## config.mk

```make
export PLATFORM = sky130hd
export DESIGN_NAME = banked_mem
export DESIGN_NICKNAME = d
export VERILOG_FILES = /design/src/rtl/mem_pkg.sv /design/src/rtl/byte_bank.sv /design/src/rtl/banked_mem.sv
export SDC_FILE = /design/constraint.sdc
export NUM_CORES = 1
export LEC_CHECK = 0
export ABC_AREA = 1
export ABC_CLOCK_PERIOD_IN_PS = 4700
export CORE_ASPECT_RATIO = 1.2
export CORE_MARGIN = 5
export CORE_UTILIZATION = 43
export DETAILED_ROUTE_END_ITERATION = 6
export GPL_TIMING_DRIVEN = 0
export PLACE_DENSITY = 0.65
export SLEW_MARGIN = 25
export SYNTH_ARGS = -nofsm -noshare
export SYNTH_HDL_FRONTEND = slang
export SYNTH_SLANG_ARGS = --single-unit
```

## constraint.sdc

```tcl
create_clock -name clk -period 4.7 [get_ports clk]
set_input_delay 1.175 -clock clk [delete_from_list [all_inputs] [get_ports clk]]
set_output_delay 1.175 -clock clk [all_outputs]
set_load 0.005 [all_outputs]
```

## src/rtl/mem_pkg.sv

```systemverilog
// Shared types and helpers for the segmented byte-banked memory.
// Holds the request-size and data-FSM encodings plus the region-membership test.
package mem_pkg;

  typedef enum logic {SZ_BYTE = 1'b0, SZ_HALF = 1'b1} size_t;

  typedef enum logic {IDLE = 1'b0, HI = 1'b1} dstate_t;

  // True when byte address a falls inside region r of a segment built from depth-byte regions.
  function automatic logic region_hit(input int unsigned a, input int unsigned r,
                                      input int unsigned depth);
    return (a >= r * depth) && (a < (r + 1) * depth);
  endfunction

endpackage

```

## src/rtl/byte_bank.sv

```systemverilog
// Single-port byte RAM: synchronous write, registered read (read-before-write on a shared address).
module byte_bank #(
  parameter  int DEPTH = 4,
  localparam int AW    = (DEPTH > 1) ? $clog2(DEPTH) : 1
) (
  input  logic          clk,
  input  logic          we,
  input  logic [AW-1:0] addr,
  input  logic [7:0]    wdata,
  output logic [7:0]    rdata
);

  logic [7:0] mem [DEPTH];

  // NOTE: the array and its read register are deliberately not reset; a RAM cannot be cleared
  // in one cycle, so the parent gates writes with reset and masks the read data instead.
  always_ff @(posedge clk) begin
    if (we) mem[addr] <= wdata;
    rdata <= mem[addr];
  end

endmodule

```

## src/rtl/banked_mem.sv

```systemverilog
// Instruction segment (byte lanes sharing one index) and data segment (contiguous byte regions)
// with a valid/ready data port; halfword data accesses run as two sequenced byte operations.
module banked_mem
  import mem_pkg::*;
#(
  parameter int WIDTH            = 16,
  parameter int INSTRUCTIONWIDTH = 24,
  parameter int IDEPTH           = 4,
  parameter int DBANKS           = 3,
  parameter int DEPTH            = 4
) (
  input  logic                        clk,
  input  logic                        rst_n,
  input  logic [WIDTH-1:0]            i_addr,
  input  logic                        i_we,
  input  logic [INSTRUCTIONWIDTH-1:0] i_wdata,
  output logic [INSTRUCTIONWIDTH-1:0] i_rdata,
  output logic                        i_err,
  input  logic                        d_valid,
  output logic                        d_ready,
  input  logic                        d_we,
  input  logic                        d_size,
  input  logic [WIDTH-1:0]            d_addr,
  input  logic [WIDTH-1:0]            d_wdata,
  output logic                        d_rvalid,
  output logic [WIDTH-1:0]            d_rdata,
  output logic                        d_err
);

  localparam int          ILANES = INSTRUCTIONWIDTH / 8;
  localparam int          IAW    = (IDEPTH > 1) ? $clog2(IDEPTH) : 1;
  localparam int          DAW    = (DEPTH > 1) ? $clog2(DEPTH) : 1;
  localparam int          RW     = (DBANKS > 1) ? $clog2(DBANKS) : 1;
  localparam int unsigned DLIMIT = DBANKS * DEPTH;

  // ---------------- instruction segment ----------------
  logic       i_in;
  logic       i_ok_q;
  logic [7:0] ilane_rd [ILANES];

  assign i_in = 32'(i_addr) < IDEPTH;

  for (genvar k = 0; k < ILANES; k++) begin : g_ilane
    byte_bank #(.DEPTH(IDEPTH)) u_lane (
      .clk   (clk),
      .we    (rst_n && i_we && i_in),
      .addr  (i_addr[IAW-1:0]),
      .wdata (i_wdata[INSTRUCTIONWIDTH-1-8*k -: 8]),
      .rdata (ilane_rd[k])
    );
    // Lane 0 is the most significant byte; out-of-range fetches and reset force zero.
    assign i_rdata[INSTRUCTIONWIDTH-1-8*k -: 8] = i_ok_q ? ilane_rd[k] : 8'h00;
  end

  // NOTE: every clocked block uses non-blocking assignments so all registers update together.
  always_ff @(posedge clk) begin
    if (!rst_n) begin
      i_ok_q <= 1'b0;
      i_err  <= 1'b0;
    end else begin
      i_ok_q <= i_in;
      i_err  <= !i_in;
    end
  end

  // ---------------- data segment ----------------
  dstate_t          state;
  logic [WIDTH-1:0] hi_addr_q;
  logic             we_q, rd_q, half_q, rv_q, err_q;
  logic [7:0]       whi_q, lo_q, sel_rd;
  logic [RW-1:0]    rsel_q, op_region;
  logic             accept, acc_half, acc_err;
  logic [WIDTH-1:0] op_addr;
  logic             op_we, op_en;
  logic [7:0]       op_wdata;
  logic [DBANKS-1:0] hit;
  logic [7:0]       dbank_rd [DBANKS];

  assign d_ready  = rst_n && (state == IDLE);
  assign accept   = d_valid && d_ready;
  assign acc_half = size_t'(d_size) == SZ_HALF;
  assign acc_err  = (32'(d_addr) + (acc_half ? 32'd1 : 32'd0)) >= DLIMIT;

  // The bank operation this edge: the live request in IDLE, the latched high byte in HI.
  // NOTE: every output is assigned on both branches, so no latch can be inferred.
  always_comb begin
    if (state == HI) begin
      op_addr  = hi_addr_q;
      op_we    = we_q;
      op_wdata = whi_q;
      op_en    = 1'b1;
    end else begin
      op_addr  = d_addr;
      op_we    = d_we;
      op_wdata = d_wdata[7:0];
      op_en    = accept && !acc_err;
    end
  end

  for (genvar r = 0; r < DBANKS; r++) begin : g_dbank
    assign hit[r] = region_hit(32'(op_addr), r, DEPTH);
    byte_bank #(.DEPTH(DEPTH)) u_bank (
      .clk   (clk),
      .we    (rst_n && op_en && op_we && hit[r]),
      .addr  (DAW'(op_addr - WIDTH'(r * DEPTH))),
      .wdata (op_wdata),
      .rdata (dbank_rd[r])
    );
  end

  always_comb begin
    op_region = '0;
    for (int r = 0; r < DBANKS; r++)
      if (hit[r]) op_region = RW'(r);
  end

  assign sel_rd = dbank_rd[rsel_q];

  always_ff @(posedge clk) begin
    if (!rst_n) begin
      state  <= IDLE;
      rv_q   <= 1'b0;
      err_q  <= 1'b0;
      rd_q   <= 1'b0;
      half_q <= 1'b0;
    end else begin
      rv_q  <= 1'b0;
      err_q <= 1'b0;
      case (state)
        IDLE: if (accept) begin
          if (acc_err) begin
            rv_q   <= 1'b1;
            err_q  <= 1'b1;
            rd_q   <= 1'b0;
            half_q <= 1'b0;
          end else if (acc_half) begin
            state     <= HI;
            hi_addr_q <= d_addr + WIDTH'(1);
            we_q      <= d_we;
            whi_q     <= d_wdata[15:8];
            rsel_q    <= op_region;
          end else begin
            rv_q   <= 1'b1;
            rd_q   <= !d_we;
            half_q <= 1'b0;
            rsel_q <= op_region;
          end
        end
        HI: begin
          // Low byte was read at the accept edge; keep it before its bank is reused.
          state  <= IDLE;
          rv_q   <= 1'b1;
          rd_q   <= !we_q;
          half_q <= 1'b1;
          lo_q   <= sel_rd;
          rsel_q <= op_region;
        end
        default: state <= IDLE;
      endcase
    end
  end

  always_comb begin
    d_rdata = '0;
    if (rv_q && rd_q) d_rdata[15:0] = half_q ? {sel_rd, lo_q} : {8'h00, sel_rd};
  end

  assign d_rvalid = rv_q;
  assign d_err    = err_q;

endmodule
```

==> results.md <==
- Outcome: finished, final reports clean
- Setup TNS: 0 ns
- Relative slew slack: 0.3438
- Largest net degree at the start of global routing: 25
- GP Congestion: around 0.9
- WHS: 0.4552 ns
- Commonest non-fill, non-tap cells in the layout: edfxtp_1 (227), nand3_1 (169), clkdlybuf4s50_1 (117), nand2_1 (107), inv_1 (69)
- Worst-path maximum fanout: 8
- FF+latch area: slightly below 8000 um^2
- Maximum buffer depth of the clock tree: 3
- Crit path kind: in2reg
- Floorplan row count: 64
- CP arrival: roughly 4.3 ns
- Vias post-DR: roughly 7300
- Total gr overflow: 0
- # nets final: ~1100
- Port Buf Inserts: around 120
- Number of DRC markers in iteration 0: just over 400
- R2R cell count: 8
- IO Pins: about 120
- Area contributors post-synth: edfxtp_1 (62%), dfxtp_1 (10%), nand3_1 (7.7%), nand2_1 (3.7%), a22oi_1 (3.3%)
- CTS tree: yes
- Worst min path class: reg2reg
- Clk slew on worst S/H paths: approximately 0.06 ns
- Synth top area share: 0.6206
- Die footprint: between 20000 and 30000 um^2
- Max Clk Rate: between 0.2 and 0.25 GHz
- Flops & latches, synth: between 200 and 300
- Fill cells: approximately 2100
- Post-CTS sizing: 0
- Remaining DRCs: 0
- Post-DP HPWL: ~19000 um
- R2r setup slk: 1.59 ns
- Synthesized area: around 11000 um^2
- CP max stage delay: 0.78 ns
- Skew final: around 0.016 ns
- Synth unique cells: 36
- GRT Util Overall: 0.1789
- Area growth, synth to finish: 23.58%
- Worst Setup EP: g_dbank[1].u_bank.mem[0][0]$_DFFE_PP_
- Post-DR wirelength/cell: around 19 um
- Post-DP Area: between 10000 and 15000 um^2
- Reg2Reg Capture Point: g_dbank[1].u_bank.mem[0][0]$_DFFE_PP_
- Syn Nets: about 1000
- Area of the multi-input gates: 2664 um^2
- Worst-Margin Slew: 0.9806 ns
- Die Width: 155.9 um
- Vias per inst: 5.202
- Vias in the first global route: approximately 7500
- Sequential area share after synthesis: 0.7208
- Design area: 13570 um^2
- Sink Count: about 280
- Critical Path End Type: flop
- Chip Height: around 190 um
- Initial core utilization: 0.4327
- Post-Syn Instances: ~890
- Post-CTS setup buffer count: 0
- Syn avg cell area: approximately 12 um^2
- Hold Vio Cnt, Final: 0
- Clk_lat worst skew: 0.53 ns
- Leak: 4.956 nW
- Worst setup path start: d_size
- PnR worst setup slack: between 0.5 and 0.6 ns
- Worst reg2reg startpoint: state$_SDFF_PN0_
- Antenna cell count: 0
- ANT nets after route: 0
- RSZ-0062 raised after global routing: false
- CTS Hold Buffers Added: 0
- Synth area leader: edfxtp_1
- Total core area: approximately 25000 um^2
- CP max-delay cell: nor2_1
- CTS buffer count: 26
- H-tree Lvls: 1
- Most common cell after layout, fill and taps aside: edfxtp_1
- Startpoint types: input pin
- Pwr per Cell Area: 372.5 nW/um^2
- Pre-CTS WS: -0.03069 ns
- Final clock period utilization by the worst path: 0.8866
- Hold Crit Depth: 2
- Final count of pins violating max slew: 0
- Worst vdd ir: about 300 uV
- Initial antenna violation count: 0
- Fin crit period: roughly 4.2 ns
- Final setup fails: 0
- CP Data Required Time: 4.85 ns
- CP cell instances: clkdlybuf4s50_1 -> ha_1 -> ha_1 -> nand3_1 -> nor2_1 -> nand4_1 -> nand2_1 -> nand2_1 -> nor2_2 -> nand4_4 -> nand2_4 -> nand3_2 -> nor2_1
- Max-Cap Viols: 0
- First-pass GRT wire length: around 40000 um
- Total wire length: 25950 um
- Yosys warnings: 0
- Share of layout cells above drive strength 1: 0.09466
- Clk root buf: clkbuf_16
- Initial DRT Pass Iterations: 5
## cell families after synthesis
group / after synthesis / synth area share
flops: 282 / 0.7208
mux: 1 / 0.0009113
buf+inv: 112 / 0.03964
fa+ha+maj: 3 / 0.003418
xor+xnor: 17 / 0.01356
simple gates: 399 / 0.1712
compound gates: 77 / 0.05046
## per-stage QoR
stage	power, mW	utilization	std cells
2_1_floorplan	2.915	-	891
3_3_place_gp	3.056	0.4951	1338
3_5_place_dp	3.063	0.5018	1349
4_1_cts	5.091	0.5348	1397
5_1_grt	5.236	0.5348	1397
6_report	5.056	0.5348	1397
## how the worst min path moves through the flow
| stage | startpoint | slack [ns] | endpoint |
|---|---|---|---|
| final | g_dbank[0].u_bank.mem[0][2]$_DFFE_PP_ | 0.46 | g_dbank[0].u_bank.rdata[2]$_DFF_P_ |
| after global routing | g_ilane[1].u_lane.mem[1][6]$_DFFE_PP_ | 0.49 | g_ilane[1].u_lane.rdata[6]$_DFF_P_ |
| after CTS | g_dbank[0].u_bank.mem[0][2]$_DFFE_PP_ | 0.45 | g_dbank[0].u_bank.rdata[2]$_DFF_P_ |
| after detailed placement | g_dbank[0].u_bank.mem[0][3]$_DFFE_PP_ | 0.45 | g_dbank[0].u_bank.rdata[3]$_DFF_P_ |
| after global placement | g_dbank[0].u_bank.mem[0][2]$_DFFE_PP_ | 0.45 | g_dbank[0].u_bank.rdata[2]$_DFF_P_ |
| after floorplan | g_dbank[0].u_bank.mem[0][0]$_DFFE_PP_ | 0.44 | g_dbank[0].u_bank.rdata[0]$_DFF_P_ |
## critical path: cells and delay by family
kind,cells,cell delay (ns)
and+or+nand+nor,10,2.05
buffers and inverters,1,0.56
adders and majority gates,2,0.53
## synthesized netlist by cell type, drive strengths merged
master	instances
xor2	15
nor3	10
a21oi	2
or2	17
inv	71
o21ai	16
o22ai	1
nand2	112
ha	3
a32oi	8
xnor2	2
o21bai	1
nor4	1
nand4	7
clkbuf	27
mux2i	1
clkinv	4
a22oi	48
nor2	78
nand3	174
o32ai	1
edfxtp	227
dfxtp	55
buf	10
## flip-flops by register name, indices dropped and copies added, names as in the netlist, 2 cells and up
signal and flops:
g_ilane.u_lane.mem 96, g_ilane.u_lane.rdata 24, g_dbank.u_bank.rdata 24, g_dbank.u_bank.mem 96
hi_addr_q 16, whi_q 8, lo_q 8, rsel_q 2
## per-layer routing
metal,wire length (um),GRT usage,vias up
li1,-,-,3491
met1,10140,0.2127,3484
met2,13570,0.3284,232
met3,1468,0.02921,60
met4,775,0.06025,0
met5,0,0,-
## cell type report
cell class	instances	share of cell area
timing repair buffer	128	0.09641
multi-input combinational	497	0.1962
clock buffer	40	0.05401
clock inverter	8	0.007558
inverter	75	0.02074
tap	330	0.03042
buffer	37	0.01134
sequential	282	0.5833
## report_power, final
group	total (mW)	switching, mW	internal (mW)
logic	0.275	0.163	0.112
registers	2.73	0.00990	2.72
clock network	2.05	0.860	1.19
Power figures use the tool's default switching activity.
